[config.mk]
export PLATFORM = sky130hd
export DESIGN_NAME = branch_resolve_queue_flat
export DESIGN_NICKNAME = d
export VERILOG_FILES = /design/src/rtl/branch_resolve_queue_if.sv /design/src/rtl/branch_resolve_queue.sv /design/src/flat_wrapper.sv
export SDC_FILE = /design/constraint.sdc
export NUM_CORES = 1
export LEC_CHECK = 0
export ABC_AREA = 1
export CORE_ASPECT_RATIO = 0.9
export CORE_MARGIN = 2
export CORE_UTILIZATION = 35
export DETAILED_ROUTE_END_ITERATION = 16
export PLACE_DENSITY = 0.63
export SLEW_MARGIN = 20
export SYNTH_ARGS = -nofsm -noshare
export SYNTH_HDL_FRONTEND = slang
export SYNTH_SLANG_ARGS = --single-unit
[constraint.sdc]
create_clock -name clk_i -period 12.9 [get_ports clk_i]
set_input_delay 1.29 -clock clk_i [delete_from_list [all_inputs] [get_ports clk_i]]
set_output_delay 1.29 -clock clk_i [all_outputs]
set_load 0.01 [all_outputs]
[src/rtl/branch_resolve_queue_if.sv]
// Dispatch-side op bus and resolve-side result bus of branch_resolve_queue.
// slave = resolution unit view, master = producer/consumer view.
interface branch_resolve_queue_if #(
    parameter int unsigned VLEN = 64
);
    logic            valid_i;
    logic            ready_o;
    logic [1:0]      op_i;
    logic [VLEN-1:0] pc_i;
    logic [VLEN-1:0] operand_a_i;
    logic [VLEN-1:0] imm_i;
    logic            cmp_res_i;
    logic            is_compressed_i;
    logic            pred_taken_i;
    logic [VLEN-1:0] pred_addr_i;
    logic [VLEN-1:0] pcc_base_i;
    logic [VLEN:0]   pcc_top_i;

    logic            res_valid_o;
    logic            res_ready_i;
    logic [VLEN-1:0] res_pc_o;
    logic [VLEN-1:0] res_target_o;
    logic [VLEN-1:0] res_link_o;
    logic            res_taken_o;
    logic            res_mispredict_o;
    logic [1:0]      res_exc_o;

    modport slave (
        input  valid_i, op_i, pc_i, operand_a_i, imm_i, cmp_res_i, is_compressed_i,
               pred_taken_i, pred_addr_i, pcc_base_i, pcc_top_i, res_ready_i,
        output ready_o, res_valid_o, res_pc_o, res_target_o, res_link_o,
               res_taken_o, res_mispredict_o, res_exc_o
    );

    modport master (
        output valid_i, op_i, pc_i, operand_a_i, imm_i, cmp_res_i, is_compressed_i,
               pred_taken_i, pred_addr_i, pcc_base_i, pcc_top_i, res_ready_i,
        input  ready_o, res_valid_o, res_pc_o, res_target_o, res_link_o,
               res_taken_o, res_mispredict_o, res_exc_o
    );
endinterface

[src/rtl/branch_resolve_queue.sv]
// Branch resolution unit with a DEPTH-entry result FIFO and saturating mispredict counter.
// Define CHERI_PCC_BOUNDS_EN to enable PCC bounds exceptions (exc=2) on taken targets.
module branch_resolve_queue #(
    parameter int unsigned VLEN  = 64,
    parameter int unsigned DEPTH = 4,
    parameter int unsigned RVC   = 1,
    parameter int unsigned CNT_W = 16
) (
    input  logic                 clk_i,
    input  logic                 rst_ni,
    input  logic                 flush_i,
    branch_resolve_queue_if.slave bus,
    output logic [CNT_W-1:0]     mispredict_cnt_o
);
    localparam int unsigned PW  = $clog2(DEPTH);
    localparam int unsigned CW  = $clog2(DEPTH + 1);
    localparam int unsigned VW1 = VLEN + 1;

    typedef enum logic [1:0] {
        OP_BRANCH = 2'd0,
        OP_JAL    = 2'd1,
        OP_JALR   = 2'd2,
        OP_NOP    = 2'd3
    } op_e;

    typedef enum logic [1:0] {
        EXC_NONE       = 2'd0,
        EXC_MISALIGNED = 2'd1,
        EXC_BOUNDS     = 2'd2,
        EXC_RSVD       = 2'd3
    } exc_e;

    typedef struct packed {
        logic [VLEN-1:0] pc;
        logic [VLEN-1:0] target;
        logic [VLEN-1:0] link;
        logic            taken;
        logic            mispredict;
        logic [1:0]      exc;
    } entry_t;

    op_e             op;
    logic [VLEN-1:0] base;
    logic [VLEN-1:0] link;
    logic [VLEN-1:0] tgt;
    logic            taken;
    logic            mispredict;
    exc_e            exc;
    entry_t          entry_d;

    logic            accept;
    logic            push;
    logic            pop;
    logic            res_valid;
    entry_t          head;

    entry_t          mem_q [DEPTH];
    logic [PW-1:0]   wr_ptr_q, wr_ptr_d;
    logic [PW-1:0]   rd_ptr_q, rd_ptr_d;
    logic [CW-1:0]   count_q, count_d;
    logic [CNT_W-1:0] cnt_q, cnt_d;

    assign op = op_e'(bus.op_i);

`ifdef CHERI_PCC_BOUNDS_EN
    logic [VLEN:0] tgt_p2;
    assign tgt_p2 = {1'b0, tgt} + VW1'(2);
`else
    logic unused_pcc;
    assign unused_pcc = ^{bus.pcc_base_i, bus.pcc_top_i};
`endif

    always_comb begin
        base       = (op == OP_JALR) ? bus.operand_a_i : bus.pc_i;
        link       = bus.pc_i + (bus.is_compressed_i ? VLEN'(2) : VLEN'(4));
        tgt        = base + bus.imm_i;
        taken      = 1'b1;
        mispredict = 1'b0;
        exc        = EXC_NONE;

        if (op == OP_JALR) begin
            tgt[0] = 1'b0;
        end

        case (op)
            OP_BRANCH: begin
                taken      = bus.cmp_res_i;
                mispredict = (bus.cmp_res_i != bus.pred_taken_i);
            end
            OP_JAL:  mispredict = !bus.pred_taken_i;
            OP_JALR: mispredict = !bus.pred_taken_i || (tgt != bus.pred_addr_i);
            default: mispredict = 1'b0;
        endcase

        // Misaligned outranks bounds; neither applies to a fall-through.
        if (taken) begin
            if (tgt[0] || ((RVC == 0) && tgt[1])) begin
                exc = EXC_MISALIGNED;
            end
`ifdef CHERI_PCC_BOUNDS_EN
            else if ((tgt < bus.pcc_base_i) || (tgt_p2 > bus.pcc_top_i)) begin
                exc = EXC_BOUNDS;
            end
`endif
        end

        entry_d.pc         = bus.pc_i;
        entry_d.target     = taken ? tgt : link;
        entry_d.link       = link;
        entry_d.taken      = taken;
        entry_d.mispredict = mispredict;
        entry_d.exc        = exc;
    end

    assign bus.ready_o = (count_q != CW'(DEPTH));
    assign res_valid   = (count_q != '0);
    assign accept      = bus.valid_i && bus.ready_o && !flush_i;
    assign push        = accept && (op != OP_NOP);
    assign pop         = res_valid && bus.res_ready_i;

    always_comb begin
        wr_ptr_d = wr_ptr_q;
        rd_ptr_d = rd_ptr_q;
        count_d  = count_q;
        cnt_d    = cnt_q;

        if (flush_i) begin
            wr_ptr_d = '0;
            rd_ptr_d = '0;
            count_d  = '0;
        end else begin
            if (push) begin
                wr_ptr_d = wr_ptr_q + PW'(1);
            end
            if (pop) begin
                rd_ptr_d = rd_ptr_q + PW'(1);
            end
            if (push && !pop) begin
                count_d = count_q + CW'(1);
            end else if (pop && !push) begin
                count_d = count_q - CW'(1);
            end
        end

        // Reserved ops carry mispredict=0, so they never bump the counter.
        if (accept && mispredict && (cnt_q != '1)) begin
            cnt_d = cnt_q + CNT_W'(1);
        end
    end

    always_ff @(posedge clk_i) begin
        if (!rst_ni) begin
            wr_ptr_q <= '0;
            rd_ptr_q <= '0;
            count_q  <= '0;
            cnt_q    <= '0;
        end else begin
            wr_ptr_q <= wr_ptr_d;
            rd_ptr_q <= rd_ptr_d;
            count_q  <= count_d;
            cnt_q    <= cnt_d;
        end
    end

    always_ff @(posedge clk_i) begin
        if (push) begin
            mem_q[wr_ptr_q] <= entry_d;
        end
    end

    assign head = res_valid ? mem_q[rd_ptr_q] : '0;

    assign bus.res_valid_o      = res_valid;
    assign bus.res_pc_o         = head.pc;
    assign bus.res_target_o     = head.target;
    assign bus.res_link_o       = head.link;
    assign bus.res_taken_o      = head.taken;
    assign bus.res_mispredict_o = head.mispredict;
    assign bus.res_exc_o        = head.exc;
    assign mispredict_cnt_o     = cnt_q;
endmodule

[src/flat_wrapper.sv]
// flat-port wrapper written by rule: the top's interface ports become plain ports
module branch_resolve_queue_flat 
#(
    parameter int unsigned VLEN  = 64,
    parameter int unsigned DEPTH = 4,
    parameter int unsigned RVC   = 1,
    parameter int unsigned CNT_W = 16
)
  (clk_i, rst_ni, flush_i, mispredict_cnt_o, bus_valid_i, bus_op_i, bus_pc_i, bus_operand_a_i, bus_imm_i, bus_cmp_res_i, bus_is_compressed_i, bus_pred_taken_i, bus_pred_addr_i, bus_pcc_base_i, bus_pcc_top_i, bus_res_ready_i, bus_ready_o, bus_res_valid_o, bus_res_pc_o, bus_res_target_o, bus_res_link_o, bus_res_taken_o, bus_res_mispredict_o, bus_res_exc_o);
  branch_resolve_queue_if #(.VLEN(VLEN)) bus_i ();
  input  logic clk_i;
  input  logic rst_ni;
  input  logic flush_i;
  output logic [CNT_W-1:0] mispredict_cnt_o;
  input wire logic [$bits(bus_i.valid_i)-1:0] bus_valid_i;
  input wire logic [$bits(bus_i.op_i)-1:0] bus_op_i;
  input wire logic [$bits(bus_i.pc_i)-1:0] bus_pc_i;
  input wire logic [$bits(bus_i.operand_a_i)-1:0] bus_operand_a_i;
  input wire logic [$bits(bus_i.imm_i)-1:0] bus_imm_i;
  input wire logic [$bits(bus_i.cmp_res_i)-1:0] bus_cmp_res_i;
  input wire logic [$bits(bus_i.is_compressed_i)-1:0] bus_is_compressed_i;
  input wire logic [$bits(bus_i.pred_taken_i)-1:0] bus_pred_taken_i;
  input wire logic [$bits(bus_i.pred_addr_i)-1:0] bus_pred_addr_i;
  input wire logic [$bits(bus_i.pcc_base_i)-1:0] bus_pcc_base_i;
  input wire logic [$bits(bus_i.pcc_top_i)-1:0] bus_pcc_top_i;
  input wire logic [$bits(bus_i.res_ready_i)-1:0] bus_res_ready_i;
  output wire logic [$bits(bus_i.ready_o)-1:0] bus_ready_o;
  output wire logic [$bits(bus_i.res_valid_o)-1:0] bus_res_valid_o;
  output wire logic [$bits(bus_i.res_pc_o)-1:0] bus_res_pc_o;
  output wire logic [$bits(bus_i.res_target_o)-1:0] bus_res_target_o;
  output wire logic [$bits(bus_i.res_link_o)-1:0] bus_res_link_o;
  output wire logic [$bits(bus_i.res_taken_o)-1:0] bus_res_taken_o;
  output wire logic [$bits(bus_i.res_mispredict_o)-1:0] bus_res_mispredict_o;
  output wire logic [$bits(bus_i.res_exc_o)-1:0] bus_res_exc_o;
  assign bus_i.valid_i = bus_valid_i;
  assign bus_i.op_i = bus_op_i;
  assign bus_i.pc_i = bus_pc_i;
  assign bus_i.operand_a_i = bus_operand_a_i;
  assign bus_i.imm_i = bus_imm_i;
  assign bus_i.cmp_res_i = bus_cmp_res_i;
  assign bus_i.is_compressed_i = bus_is_compressed_i;
  assign bus_i.pred_taken_i = bus_pred_taken_i;
  assign bus_i.pred_addr_i = bus_pred_addr_i;
  assign bus_i.pcc_base_i = bus_pcc_base_i;
  assign bus_i.pcc_top_i = bus_pcc_top_i;
  assign bus_i.res_ready_i = bus_res_ready_i;
  assign bus_ready_o = bus_i.ready_o;
  assign bus_res_valid_o = bus_i.res_valid_o;
  assign bus_res_pc_o = bus_i.res_pc_o;
  assign bus_res_target_o = bus_i.res_target_o;
  assign bus_res_link_o = bus_i.res_link_o;
  assign bus_res_taken_o = bus_i.res_taken_o;
  assign bus_res_mispredict_o = bus_i.res_mispredict_o;
  assign bus_res_exc_o = bus_i.res_exc_o;
  branch_resolve_queue #(.VLEN(VLEN), .DEPTH(DEPTH), .RVC(RVC), .CNT_W(CNT_W)) u_core (.clk_i(clk_i), .rst_ni(rst_ni), .flush_i(flush_i), .bus(bus_i), .mispredict_cnt_o(mispredict_cnt_o));
endmodule
### Yosys cells after proc, flatten, opt, wreduce, memory -nomap -nowiden

Memory sizes are Yosys's and may differ from the RTL's. A register that Yosys moved wholly into a read port is not among the register bits.
Cells that the tools add are included.

* memory bits (writable): 784
* bits in latches: 0
* input port bits: 395
* register bits after elaboration: 23
* word-level logic and storage cells: 52
* memories kept: 1
* ROM bits: 0
* output and inout bits: 214

* bitwise gates (word level): 1
* mux-type cells: 15
* div/mod/pow operators: 0
* equality and inequality tests: 7
* multiply operators: 0
* magnitude comparators: 0
* reduce and logical (&&, ||, !) cells: 17
* add/subtract/negate cells: 7
* shift operators: 0

Memories
* u_core.mem_q: depth 4, bits a word 196, rd ports 1, clocked after Yosys merged registers in 1, write ports 1, line branch_resolve_queue.sv:57 `entry_t mem_q [DEPTH];`

Operators by type and width (count)
* 196-bit 2-to-1 mux: 1
* 64-bit adder: 2
* 64-bit 2-to-1 mux: 2
* 64-bit != test: 1
* 16-bit by 1-bit adder with 16-bit output, second input constant: 1
* 16-bit != test, second input constant: 1
* 3-bit 2-to-1 mux: 3
* 1-bit logical AND: 8
* 2-bit 2-to-1 mux: 3
* 1-bit 2-to-1 mux: 5
* 2-bit by 1-bit adder with 2-bit output, second input constant: 2
* 1-bit zero test: 4
* 3-bit by 1-bit adder with 3-bit output, second input constant: 1
* 3-bit != test, second input constant: 1
* 1-bit case mux with 3 select lines: 1
* 3-bit nonzero test: 1
* 3-bit by 1-bit subtractor with 3-bit output, second input constant: 1
* 2-bit by 1-bit == test with 1-bit output, second input constant: 1
* 2-bit == test, second input constant: 1
* 2-bit zero test: 1
* 2-bit != test, second input constant: 1
* 2-bit nonzero test: 1
* 2-bit OR reduction: 1
* 1-bit logical OR: 1
* 2 further kinds: 2

### Depth between registers and ports, before layout

* depth in word-level cells: 9
* depth in mapped cells: 36
* gate-level depth less buffers: 33

### Worst setup path after synthesis

Ideal clock, no wire load.

* kind: input-to-reg
* start: input port flush_i
* end: memory u_core.mem_q[0][0] (netlist name), enable pin
* cell stages on the path: 5
* arrival: 9.822 ns
* path slack: 2.327 ns
* required time: 12.148 ns
* buffers on the path: 0
* library setup time: 0.752 ns
* cell sequence: inv_1 > nand3_1 > a21oi_1 > inv_1 > nor2_1

* cells in the longest elaborated chain, start to end: 5

Ends and longest elaborated chain
* start: declaration: line flat_wrapper.sv:13 `input logic flush_i;`
* 1-bit zero test: line branch_resolve_queue.sv:117 `assign accept = bus.valid_i && bus.ready_o && !flush_i;`
* 1-bit logical AND: line branch_resolve_queue.sv:117
* 1-bit logical AND: line branch_resolve_queue.sv:118 `assign push = accept && (op != OP_NOP);`
* via u_core.push: line branch_resolve_queue.sv:52 `logic push;`
* 1-bit 2-to-1 mux: line branch_resolve_queue.sv:166 `if (push) begin`
* 1-bit 2-to-1 mux (not written as such): line branch_resolve_queue.sv:167 `mem_q[wr_ptr_q] <= entry_d;`
* end: declaration: line branch_resolve_queue.sv:57

The timed path passes the listed nets, and every way through them passes these cells.

### Final worst setup path

* start: input port bus_op_i[0]
* end: register u_core.cnt_q[15] (netlist: u_core.mispredict_cnt_o[15])

* cells in the longest elaborated chain, start to end: 9
* elaborated cells on any way between the ends: 11
* those cells by class: add/sub: 1; eq/ne: 3; mux: 3; reduce/logical: 4

Ends and longest elaborated chain
* start: declaration: line flat_wrapper.sv:16 `input wire logic [$bits(bus_i.op_i)-1:0] bus_op_i;`
* 2-bit == test: line branch_resolve_queue.sv:74, branch_resolve_queue.sv:81, branch_resolve_queue.sv:85
* 64-bit 2-to-1 mux: line branch_resolve_queue.sv:74 `base = (op == OP_JALR) ? bus.operand_a_i : bus.pc_i;`
* 64-bit adder: line branch_resolve_queue.sv:76 `tgt = base + bus.imm_i;`
* 1-bit 2-to-1 mux: line branch_resolve_queue.sv:81 `if (op == OP_JALR) begin`
* 64-bit != test: line branch_resolve_queue.sv:91 `OP_JALR: mispredict = !bus.pred_taken_i || (tgt != bus.pred_addr_i);`
* 1-bit logical OR: line branch_resolve_queue.sv:91
* 1-bit case mux with 3 select lines (*): line branch_resolve_queue.sv:85 `case (op)`
* 1-bit logical AND (*) (2 in series): line branch_resolve_queue.sv:146 `if (accept && mispredict && (cnt_q != '1)) begin`
* end signal: assignment: line branch_resolve_queue.sv:161 `cnt_q <= cnt_d;`
* end: declaration: line branch_resolve_queue.sv:61 `logic [CNT_W-1:0] cnt_q, cnt_d;`

Mark *: on every way between the ends. The rest lies on a longest branch, timed or not.
A chain may end at the register's enable or synchronous reset.

==> metrics list <==
- From left edge to right edge, the die measures approximately 370 um.
- Fill cells in the final layout number between 10,000 and 15,000.
- Via count of the first global-routing pass: between 30,000 and 40,000
- Hold violation count in the final report: 0
- The first detailed-routing pass ran for 6 iterations.
* RSZ-0062 raised after global routing: no
- Result of the run: finished clean
- The average instance in the mapped netlist occupies ~9 sq um.
- The critical path crosses 31 cells after its start point.
- Net count of the finished layout: 5,522
- In this run, post-CTS repair resized a total of 0 instances.
- Kind of end point of the critical path: register
* Fraction of final layout cells with drive strength greater than 1: under 10%
- In this run the register-to-register setup slack is slightly below 9 ns.
* Clock buffer depth: 3
- Clock root buffer: sky130_fd_sc_hd__clkbuf_16
- Std-Cell Core Area: between 0.1 and 0.15 sq mm
- In this run the worst setup path begins at bus_op_i[0].
- Synth Cell Area: roughly 0.042 sq mm
* TritonCTS clock tree: built
- Yosys attributes the largest share of cell area to sky130_fd_sc_hd__edfxtp_1 56%, sky130_fd_sc_hd__nor2_1 9.0%, sky130_fd_sc_hd__nand2_1 7.8%, sky130_fd_sc_hd__o21ai_0 5.6%, sky130_fd_sc_hd__inv_1 4.0%.
- After detailed routing, the average wire length per cell comes to 22.3 um.
- Of the total synthesized cell area, the portion taken by AND, OR, NAND and NOR gates is 21.8%.
- Proportion of netlist area held by the largest area contributor: between 50% and 60%
- Critical path endpoint: u_core.mispredict_cnt_o[15]$_SDFFE_PN0P_
* Total via count in the routed design: 34,000
* Internal Dissipation: between 0.004 and 0.005 W
- Pin placement for this block handled 609 I/O pins.
* Register bit total from synthesis: between 800 and 900
- The share of the Yosys chip area taken by registers is between 50 and 60%.
- Achievable frequency: 144 MHz
- For this configuration, the core starts out at a cell density of 35.4%.
- Combinational logic is responsible for ~18% of the overall power.
- The wire-length estimate of the detail-placed layout is roughly 110,000 um.
* Total routing usage reported by global routing: 23.8%
* Layout Skew: between 0.02 and 0.03 ns
- After Yosys synthesis, XOR and XNOR cells account for roughly 2.6% of the synthesized area.
* Crit path required time: about 13 ns
- After routing, the total negative slack on setup checks comes to 0 ns.
* Switching share of total power: ~28%
- Cell family contributing the most delay on the critical path: simple AND/OR/NAND/NOR gates
- Critical path's most frequent cell: sky130_fd_sc_hd__nand2_1
* CTS H-tree depth: 3
- Of all nets on the critical path, the largest fanout is 85.
- Among all stages on the critical path, the largest delay is contributed by sky130_fd_sc_hd__clkdlybuf4s50_1.
- Hold repair after CTS inserted 0 buffers.
- Number of setup buffers added after CTS: 0
- Across the run, the number of max-cap violations was 0.
- The count of nets left with antenna violations once routing finished came out at 0.
- The clock network burns 36.5% of the power.
* Count of warnings emitted by yosys: 0
- Dominant combinational cell family by area after synthesis: simple AND/OR/NAND/NOR gates
- Dividing the detail-routed via count by the number of cells gives 5.08.
- Worst hold-check slack: slightly above 0.5 ns
- Dividing total power by cell area gives a power density of between 100 and 150 mW/mm^2.
- Multiplexer cells account for less than 1% of the synthesized area.
* Setup violation total in the final timing report: 0
* Synthesized instance count: approximately 4,600
* WP data arrival: approximately 7.5 ns
- The synthesized netlist devotes 2.49% of its cell area to adder and majority cells.
* Max-Slew Margin vs Limit: 15.8%
* Destination of the worst register-to-register timing path: u_core.mem_q[0][47]$_DFFE_PP_
- For this design, the sink count on the clock tree is between 800 and 900.
* Clock slew seen by the registers of the worst setup and hold paths: approximately 0.060 ns
- In this run the static leakage power is around 20 nW.
- Unique cell type count in the Yosys netlist: 47
- First-pass GRT wire length: between 200,000 and 250,000 um
* Most area-hungry cell type in the Yosys netlist: sky130_fd_sc_hd__edfxtp_1
- The number of nets in the synthesized netlist is ~5,000.
- After layout, the minimum clock period comes to slightly below 7 ns.
- The tightest min-delay check is of the register to register type.
- Classification of the worst setup path: input port to register
- Of the available clock period, the critical path in the final layout requires a little over half.
- The floorplan step set the die height to 331 um.
- Summed over all layers, the global routing overflow is 0.
- Final count of pins violating max slew: 0
* Layout-stage area growth over the synthesis result: 22.1%
- Reg2reg path depth: 8
- The worst-case IR drop observed on VDD is 0.119 mV.
- Std-Cell Rows: roughly 120
- The worst register-to-register path begins at u_core.count_q[0]$_SDFFE_PP0P_.
- Summed over all layers, the routed wires come to around 150,000 um.
- Antenna violations before repair: 65
- Total Die Area: between 0.1 and 0.15 sq mm
* Final estimated routing congestion in global placement: between 0.9 and 1
- Element type at the critical path start: input port
- 1st-iter DRT viols: ~3,400
- At the pin with the least slew margin, the transition time is between 1 and 1.5 ns.
* Remaining DRCs: 0
- Reported net switching power: roughly 0.0018 W
- Delay of the slowest cell on the worst path: between 0.5 and 0.6 ns
* Buffering stage count on the worst path with inverters included: 5
- Fraction of power consumed by sequential logic: ~45%
* Pin count of the biggest net entering global routing: ~180
- The count of buffers added on input and output ports is 478.
- CTS buffer count: between 80 and 90
- The later pin in the worst-skew pair is clocked with a latency of 0.67 ns.
* Complex-gate fraction of the synthesized area: 9.96%
-- area by class of cell --
| class | count | area (sq um) | area share [%] |
|---|---|---|---|
| clock buffers | 116 | 2320 | 4.57 |
| diodes | 13 | 32.5 | 0.0642 |
| clock inverters | 42 | 409 | 0.807 |
| multi-input cells | 3196 | 15400 | 30.3 |
| flip-flops and latches | 801 | 23800 | 47.0 |
| well taps | 1573 | 1970 | 3.88 |
| repair buffers | 507 | 5090 | 10.0 |
| inverters | 453 | 1710 | 3.38 |
-- flip-flops by register name, indices dropped and copies added, names as in the netlist, named ones only --
register,count
u_core.wr_ptr_q,2
u_core.rd_ptr_q,2
u_core.mem_q,776
u_core.mispredict_cnt_o,16
u_core.count_q,3
-- worst min path at each step --
stage,startpoint,end,slack (ns),depth (start not counted)
after global routing,u_core.mispredict_cnt_o[1]$_SDFFE_PN0P_,u_core.mispredict_cnt_o[1]$_SDFFE_PN0P_,0.52,2
final,u_core.mispredict_cnt_o[1]$_SDFFE_PN0P_,u_core.mispredict_cnt_o[1]$_SDFFE_PN0P_,0.51,2
after CTS,u_core.mispredict_cnt_o[1]$_SDFFE_PN0P_,u_core.mispredict_cnt_o[1]$_SDFFE_PN0P_,0.51,2
after global placement,u_core.mispredict_cnt_o[1]$_SDFFE_PN0P_,u_core.mispredict_cnt_o[1]$_SDFFE_PN0P_,0.49,2
after floorplan,u_core.wr_ptr_q[0]$_SDFFE_PP0P_,u_core.wr_ptr_q[0]$_SDFFE_PP0P_,0.48,2
after detailed placement,u_core.mispredict_cnt_o[1]$_SDFFE_PN0P_,u_core.mispredict_cnt_o[1]$_SDFFE_PN0P_,0.49,2
-- cell usage after synthesis, drive strengths merged --
cell    count
nor3       35
conb        1
clkinv      4
inv       449
a21boi      1
xnor2      28
fa          3
nand3     173
and2        3
ha         78
mux2i       1
nand3b     17
edfxtp    776
a211oi      1
clkbuf    148
nor4       21
dfxtp      25
nand4      47
o21ai     463
xor2       75
o21bai     12
nor4b       1
nor3b       3
a31oi      40
buf        35
a21oi     283
xnor3       8
o21a        3
a21o        1
nand2     889
nor2     1009
-- worst register-to-register path: cells and delay by family (launching register included) --
kind                   cells  cell delay (ns)
AOI/OAI and AO/OA          1             0.51
DFF                        1             0.43
buffers and inverters      4             2.11
and+or+nand+nor            3             0.45
-- power groups by stage --
stage               clock, W  combinational, W  sequential (W)
global placement           0           0.00117         0.00302
global route         0.00253           0.00130         0.00297
CTS                  0.00242           0.00118         0.00297
finish               0.00238           0.00119         0.00297
detailed placement         0           0.00118         0.00302
floorplan                  0          0.000627         0.00303
-- per-stage QoR --
stage	setup WS (ns)	utilization [%]	area, sq um	total power (W)	std cells
4_1_cts	5.99	43.2	50700	0.00657	6688
3_5_place_dp	5.28	40.9	47900	0.00420	6530
2_1_floorplan	2.33	-	41500	0.00365	4633
3_3_place_gp	5.32	40.9	47900	0.00419	6530
5_1_grt	5.57	43.2	50700	0.00679	6697
6_report	5.95	43.2	50700	0.00654	6701
-- routing by layer --
layer  up-vias  share of wire (%)  wire length, um  global-route usage (%)
met5         -               0.37              556                       0
met4        90                2.9             4360                    8.16
met3       270                9.8            14700                    7.03
met2      1230                 43            64200                    35.3
met1     16100                 44            65700                    33.2
li1      16300                  -                -                       -
-- layout by cell type (no fill, tap or decap), types with 46 or more instances in the layout --
cell and instances:
sky130_fd_sc_hd__nand3_1 161, sky130_fd_sc_hd__xor2_1 75, sky130_fd_sc_hd__o21ai_0 463, sky130_fd_sc_hd__a21oi_1 278, sky130_fd_sc_hd__edfxtp_1 776, sky130_fd_sc_hd__nand4_1 46
sky130_fd_sc_hd__nand2_1 860, sky130_fd_sc_hd__inv_1 441, sky130_fd_sc_hd__nor2_1 987, sky130_fd_sc_hd__clkbuf_16 87, sky130_fd_sc_hd__clkdlybuf4s50_1 478, sky130_fd_sc_hd__ha_1 78
-- kinds of logic after synthesis --
group,after synthesis
compound gates,804
xor+xnor,111
fa+ha+maj,81
buf+inv,636
flops,801
mux,1
other cells,1
simple gates,2198
Power figures use the tool's default switching activity.
